**src/rtl/cpu_pkg.sv**
```systemverilog
// Shared definitions for the CPU: opcodes, ALU operation codes and control states.
package cpu_pkg;

    localparam logic [3:0] OP_NOP   = 4'h0;
    localparam logic [3:0] OP_LOAD  = 4'h1;
    localparam logic [3:0] OP_STORE = 4'h2;
    localparam logic [3:0] OP_ADD   = 4'h3;
    localparam logic [3:0] OP_SUB   = 4'h4;
    localparam logic [3:0] OP_AND   = 4'h5;
    localparam logic [3:0] OP_OR    = 4'h6;
    localparam logic [3:0] OP_JUMP  = 4'h7;
    localparam logic [3:0] OP_BEQ   = 4'h8;
    localparam logic [3:0] OP_HALT  = 4'hF;

    localparam logic [2:0] ALU_PASS = 3'd0;
    localparam logic [2:0] ALU_ADD  = 3'd1;
    localparam logic [2:0] ALU_SUB  = 3'd2;
    localparam logic [2:0] ALU_AND  = 3'd3;
    localparam logic [2:0] ALU_OR   = 3'd4;

    typedef enum logic [2:0] {
        ST_FETCH  = 3'd0,
        ST_DECODE = 3'd1,
        ST_EXEC   = 3'd2,
        ST_MEM    = 3'd3,
        ST_HALT   = 3'd4
    } state_t;

    // Maps an arithmetic/logic opcode to the ALU operation it needs.
    function automatic logic [2:0] alu_sel(input logic [3:0] op);
        case (op)
            OP_ADD:  return ALU_ADD;
            OP_SUB:  return ALU_SUB;
            OP_AND:  return ALU_AND;
            OP_OR:   return ALU_OR;
            default: return ALU_PASS;
        endcase
    endfunction

endpackage

```
**src/rtl/mem_wait_timer.sv**
```systemverilog
// Counts stalled memory-request cycles and flags a bus timeout.
module mem_wait_timer
    import cpu_pkg::*;
#(
    parameter int MEM_TIMEOUT = 16
) (
    input  logic clock,
    input  logic reset,
    input  logic active,
    input  logic ready,
    input  logic clear,
    output logic timeout
);

    localparam logic [7:0] LIMIT = 8'(MEM_TIMEOUT - 1);

    logic [7:0] wait_count;

    // Count stalled cycles; restart on any state change or completed request.
    always_ff @(posedge clock or posedge reset) begin
        if (reset) begin
            wait_count <= '0;
        end else if (clear || ready) begin
            wait_count <= '0;
        end else if (active) begin
            wait_count <= wait_count + 8'd1;
        end
    end

    // A ready in the final allowed cycle wins over the timeout.
    assign timeout = active && !ready && (wait_count == LIMIT);

endmodule

```
**src/rtl/control_unit.sv**
```systemverilog
// Multi-cycle control FSM sequencing fetch, decode, execute, memory and PC update.
module control_unit
    import cpu_pkg::*;
#(
    parameter int MEM_TIMEOUT = 16,
    parameter int CNT_W       = 16
) (
    input  logic             clock,
    input  logic             reset,
    input  logic [3:0]       opcode,
    input  logic             zero_flag,
    input  logic             mem_ready,
    output logic             ir_write,
    output logic             pc_write,
    output logic             pc_src,
    output logic             mem_req,
    output logic             mem_we,
    output logic             mem_addr_sel,
    output logic [2:0]       alu_op,
    output logic             acc_write,
    output logic             acc_src,
    output logic             halted,
    output logic             illegal_op,
    output logic             bus_error,
    output logic [CNT_W-1:0] retired,
    output logic [2:0]       state_dbg
);

    state_t state;
    state_t next_state;
    logic   retire;
    logic   set_illegal;
    logic   set_bus_error;
    logic   timer_active;
    logic   timer_clear;
    logic   timeout;

    assign timer_active = (state == ST_FETCH) || (state == ST_MEM);
    assign timer_clear  = (next_state != state);
    assign halted       = (state == ST_HALT);
    assign state_dbg    = state;

    mem_wait_timer #(
        .MEM_TIMEOUT(MEM_TIMEOUT)
    ) u_timer (
        .clock   (clock),
        .reset   (reset),
        .active  (timer_active),
        .ready   (mem_ready),
        .clear   (timer_clear),
        .timeout (timeout)
    );

    // Next-state and strobe decode; everything stays quiet while reset is held.
    always_comb begin
        next_state    = state;
        ir_write      = 1'b0;
        pc_write      = 1'b0;
        pc_src        = 1'b0;
        mem_req       = 1'b0;
        mem_we        = 1'b0;
        mem_addr_sel  = 1'b0;
        alu_op        = ALU_PASS;
        acc_write     = 1'b0;
        acc_src       = 1'b0;
        retire        = 1'b0;
        set_illegal   = 1'b0;
        set_bus_error = 1'b0;
        if (!reset) begin
            case (state)
                ST_FETCH: begin
                    mem_req = 1'b1;
                    if (mem_ready) begin
                        ir_write   = 1'b1;
                        pc_write   = 1'b1;
                        next_state = ST_DECODE;
                    end else if (timeout) begin
                        set_bus_error = 1'b1;
                        next_state    = ST_HALT;
                    end
                end
                ST_DECODE: begin
                    case (opcode)
                        OP_NOP: begin
                            retire     = 1'b1;
                            next_state = ST_FETCH;
                        end
                        OP_ADD, OP_SUB, OP_AND, OP_OR: next_state = ST_EXEC;
                        OP_LOAD, OP_STORE:             next_state = ST_MEM;
                        OP_JUMP: begin
                            pc_write   = 1'b1;
                            pc_src     = 1'b1;
                            retire     = 1'b1;
                            next_state = ST_FETCH;
                        end
                        OP_BEQ: begin
                            pc_write   = zero_flag;
                            pc_src     = 1'b1;
                            retire     = 1'b1;
                            next_state = ST_FETCH;
                        end
                        OP_HALT: begin
                            retire     = 1'b1;
                            next_state = ST_HALT;
                        end
                        default: begin
                            set_illegal = 1'b1;
                            next_state  = ST_HALT;
                        end
                    endcase
                end
                ST_EXEC: begin
                    alu_op     = alu_sel(opcode);
                    acc_write  = 1'b1;
                    retire     = 1'b1;
                    next_state = ST_FETCH;
                end
                ST_MEM: begin
                    mem_req      = 1'b1;
                    mem_addr_sel = 1'b1;
                    mem_we       = (opcode == OP_STORE);
                    if (mem_ready) begin
                        acc_write  = (opcode == OP_LOAD);
                        acc_src    = (opcode == OP_LOAD);
                        retire     = 1'b1;
                        next_state = ST_FETCH;
                    end else if (timeout) begin
                        set_bus_error = 1'b1;
                        next_state    = ST_HALT;
                    end
                end
                ST_HALT: next_state = ST_HALT;
                default: next_state = ST_FETCH;
            endcase
        end
    end

    // State register, retired-instruction counter and sticky error flags.
    always_ff @(posedge clock or posedge reset) begin
        if (reset) begin
            state      <= ST_FETCH;
            retired    <= '0;
            illegal_op <= 1'b0;
            bus_error  <= 1'b0;
        end else begin
            state <= next_state;
            if (retire) begin
                retired <= retired + CNT_W'(1);
            end
            if (set_illegal) begin
                illegal_op <= 1'b1;
            end
            if (set_bus_error) begin
                bus_error <= 1'b1;
            end
        end
    end

endmodule

```
**config.mk**
```make
export PLATFORM = sky130hd
export DESIGN_NAME = control_unit
export DESIGN_NICKNAME = d
export VERILOG_FILES = /design/src/rtl/cpu_pkg.sv /design/src/rtl/mem_wait_timer.sv /design/src/rtl/control_unit.sv
export SDC_FILE = /design/constraint.sdc
export NUM_CORES = 1
export LEC_CHECK = 0
export BUFFER_PORTS_ARGS = -buffer_cell sky130_fd_sc_hd__clkbuf_2
export CAP_MARGIN = 0
export CORE_MARGIN = 8
export CORE_UTILIZATION = 53
export CTS_BUF_LIST = sky130_fd_sc_hd__clkbuf_4
export DETAILED_ROUTE_END_ITERATION = 7
export GPL_ROUTABILITY_DRIVEN = 0
export GPL_TIMING_DRIVEN = 0
export PLACE_DENSITY = 0.79
export SYNTH_ARGS = -nofsm -noshare
export SYNTH_HDL_FRONTEND = slang
export SYNTH_SLANG_ARGS = --single-unit
```
**constraint.sdc**
```tcl
create_clock -name clock -period 3.89 [get_ports clock]
set_input_delay 0.778 -clock clock [delete_from_list [all_inputs] [get_ports clock]]
set_output_delay 0.778 -clock clock [all_outputs]
set_load 0.005 [all_outputs]
```
==> summary.txt <==
Worst-Margin Slew -> 1.12 ns
crit-path max FO -> 31
Initial Utilization -> 0.541
R2R setup slack -> 1.86 ns
period utilization -> 0.807
Hold Buf Count CTS -> 0
Post-CTS Setup Bufs -> 0
syn avg cell area -> 10.3 um^2
count of different cell masters after synthesis -> 50
Async SR Flop Fraction -> 1.00
Post-DRT Antenna Nets -> 0
DP Worst Slack -> 0.677 ns
dpl hpwl -> 2900 um
Mapped Cells -> 173
crit path launch -> reset
Die H -> 73.9 um
global route overflow -> 0
CTS tree -> yes
Post-Syn Area -> 1780 um^2
YS warnings -> 0
Clock Skew -> 0.00595 ns
crit path DAT -> 2.36 ns
Worst Hold Depth -> 1
leak pwr -> 1.03 nW
Remaining DRCs -> 0
Die X -> 73.9 um
fin nets -> 227
count of flip-flops with a built-in enable after synthesis -> 0
prevailing post-synth register cell -> dfrtp_1
largest net degree at the start of global routing -> 32
R2R Path Start -> u_timer.wait_count[6]
total of max-cap violations -> 0
WS Path Type -> input port to output pin
max-slew violation count -> 0
GRT Total Usage -> 0.156
Slew headroom -> 0.251
vias in the first global route -> 1430
Reg2Reg Depth -> 5
#FFs+latches synth -> 29
clock buffer depth -> 2
Starting DRT DRC Count -> 77
Vias -> 1426
max frequency -> 0.318 GHz
Total Power -> 0.960 mW
wire per inst -> 14.7 um
hold-critical path endpoint -> illegal_op
CP Launch Type -> input port
initial antenna violation count -> 0
minimum clock period -> 3.14 ns
final worst setup slack -> 0.750 ns
buffers added on ports -> 37
clk_lat worst skew -> 0.33 ns
unrepaired setup endpoints after global routing -> false
Reg clk slew, reported paths -> 0.09 ns
register area share after synthesis -> 0.408
outcome -> finished clean
clk root buf -> clkbuf_4
post-CTS sizing -> 0
Syn Nets -> 183
Crit Reg-Reg Endpoint -> u_timer.wait_count[3]
core footprint -> 3280 um^2
CP Data Required Time -> 3.11 ns
Synth-to-Final Area Change -> 18.1%
total CTS buffers -> 5
maximum VDD drop -> 0.000254 V
layout cells sized above 1 -> 0.307
Hold Fails Final Rpt -> 0
drt via density -> 5.40
H-tree levels -> 2
DIE AREA -> 5460 um^2
Rows -> 21
clock tree sinks -> 29
first-pass detailed-route iteration total -> 4
Setup crit end kind -> output pin
Hold Crit Start -> illegal_op
final wirelength -> 3880 um
final setup vio count -> 0
HP Class -> flop to flop
Ports -> 41
first-pass GRT wire length -> 6570 um
setup tns final -> 0 ns
pwr dens -> 457 nW/um^2
# diodes -> 0
## cell usage in the layout (no fill, tap or decap), types with 6 or more instances in the layout
cell type and n:
xnor2_1 8, nand2_1 12, dfrtp_1 29, nand3_1 11, and3_1 6, xor2_1 17
clkbuf_4 6, nor4_1 6, nor2_1 8, nor3_1 13, clkbuf_2 37
## synth_stat cells, drive strengths merged (2+ instances only)
cell type | number | area, um^2
dfrtp | 29 | 726
nor3 | 18 | 115
xor2 | 17 | 149
nand2 | 13 | 51.3
nand3 | 11 | 55.1
nor2 | 9 | 36.3
xnor2 | 8 | 70.1
nor4 | 7 | 58.8
and3 | 6 | 37.5
buf | 6 | 50.0
inv | 6 | 22.5
nor3b | 4 | 35.0
a21o | 3 | 30.0
nand4 | 3 | 18.8
a21boi | 2 | 18.8
a21oi | 2 | 10.0
a41o | 2 | 20.0
clkbuf | 2 | 7.51
ha | 2 | 25.0
nand2b | 2 | 12.5
nand4b | 2 | 17.5
nor4b | 2 | 30.0
## state kept, by name, summed over array words and instances, names as in the netlist
register,cells
illegal_op,1
state_dbg,3
retired,16
u_timer.wait_count,8
bus_error,1
## routing by layer
layer / vias to the layer above / share of wire / routed length, um / global-route usage
met5: - / 0 / 0 / 0
met4: 0 / 0.016 / 62 / 0.0599
met3: 7 / 0.060 / 233 / 0.0573
met2: 28 / 0.49 / 1910 / 0.260
met1: 671 / 0.43 / 1680 / 0.176
li1: 720 / - / - / -
## cell type report
type | count | area [um^2]
sequential | 29 | 726
clock buffer | 6 | 45.0
inverter | 6 | 22.5
clock inverter | 2 | 33.8
tap | 46 | 57.6
fill | 297 | 1180
buffer | 8 | 57.6
multi-input combinational | 130 | 972
timing repair buffer | 37 | 185
## stage by stage
stage	util	hold slack, ns	instance area [um^2]	cells
6_report	0.639	0.474	2100	264
5_1_grt	0.639	0.505	2100	264
4_1_cts	0.639	0.477	2100	264
3_5_place_dp	0.615	0.455	2020	256
3_3_place_gp	0.615	0.449	2020	256
2_1_floorplan	-	0.460	1780	173
## worst max-delay path: stages
cell and delay [ns]:
clkbuf_2 0.09, clkbuf_1 0.21, inv_1 0.87, and3_1 0.28, clkbuf_2 0.12
## power by group
| group | switching [mW] | total (mW) | internal (mW) |
|---|---|---|---|
| Combinational | 0.189 | 0.330 | 0.141 |
| Clock | 0.105 | 0.246 | 0.141 |
| Sequential | 0.0443 | 0.384 | 0.339 |
| Total | 0.339 | 0.960 | 0.621 |
## cell families after synthesis
group           synth area share
buf+inv                   0.0450
mux                       0.0120
fa+ha+maj                 0.0141
compound gates             0.112
flops                      0.408
simple gates               0.286
xor+xnor                   0.123
## worst max-delay path by stage
stage	to	cells past startpoint	slack, ns
global route	ir_write	5	0.45
global placement	ir_write	5	0.67
CTS	ir_write	5	0.67
finish	ir_write	5	0.75
floorplan	ir_write	3	1.17
detailed placement	ir_write	5	0.68
Power figures use the tool's default switching activity.
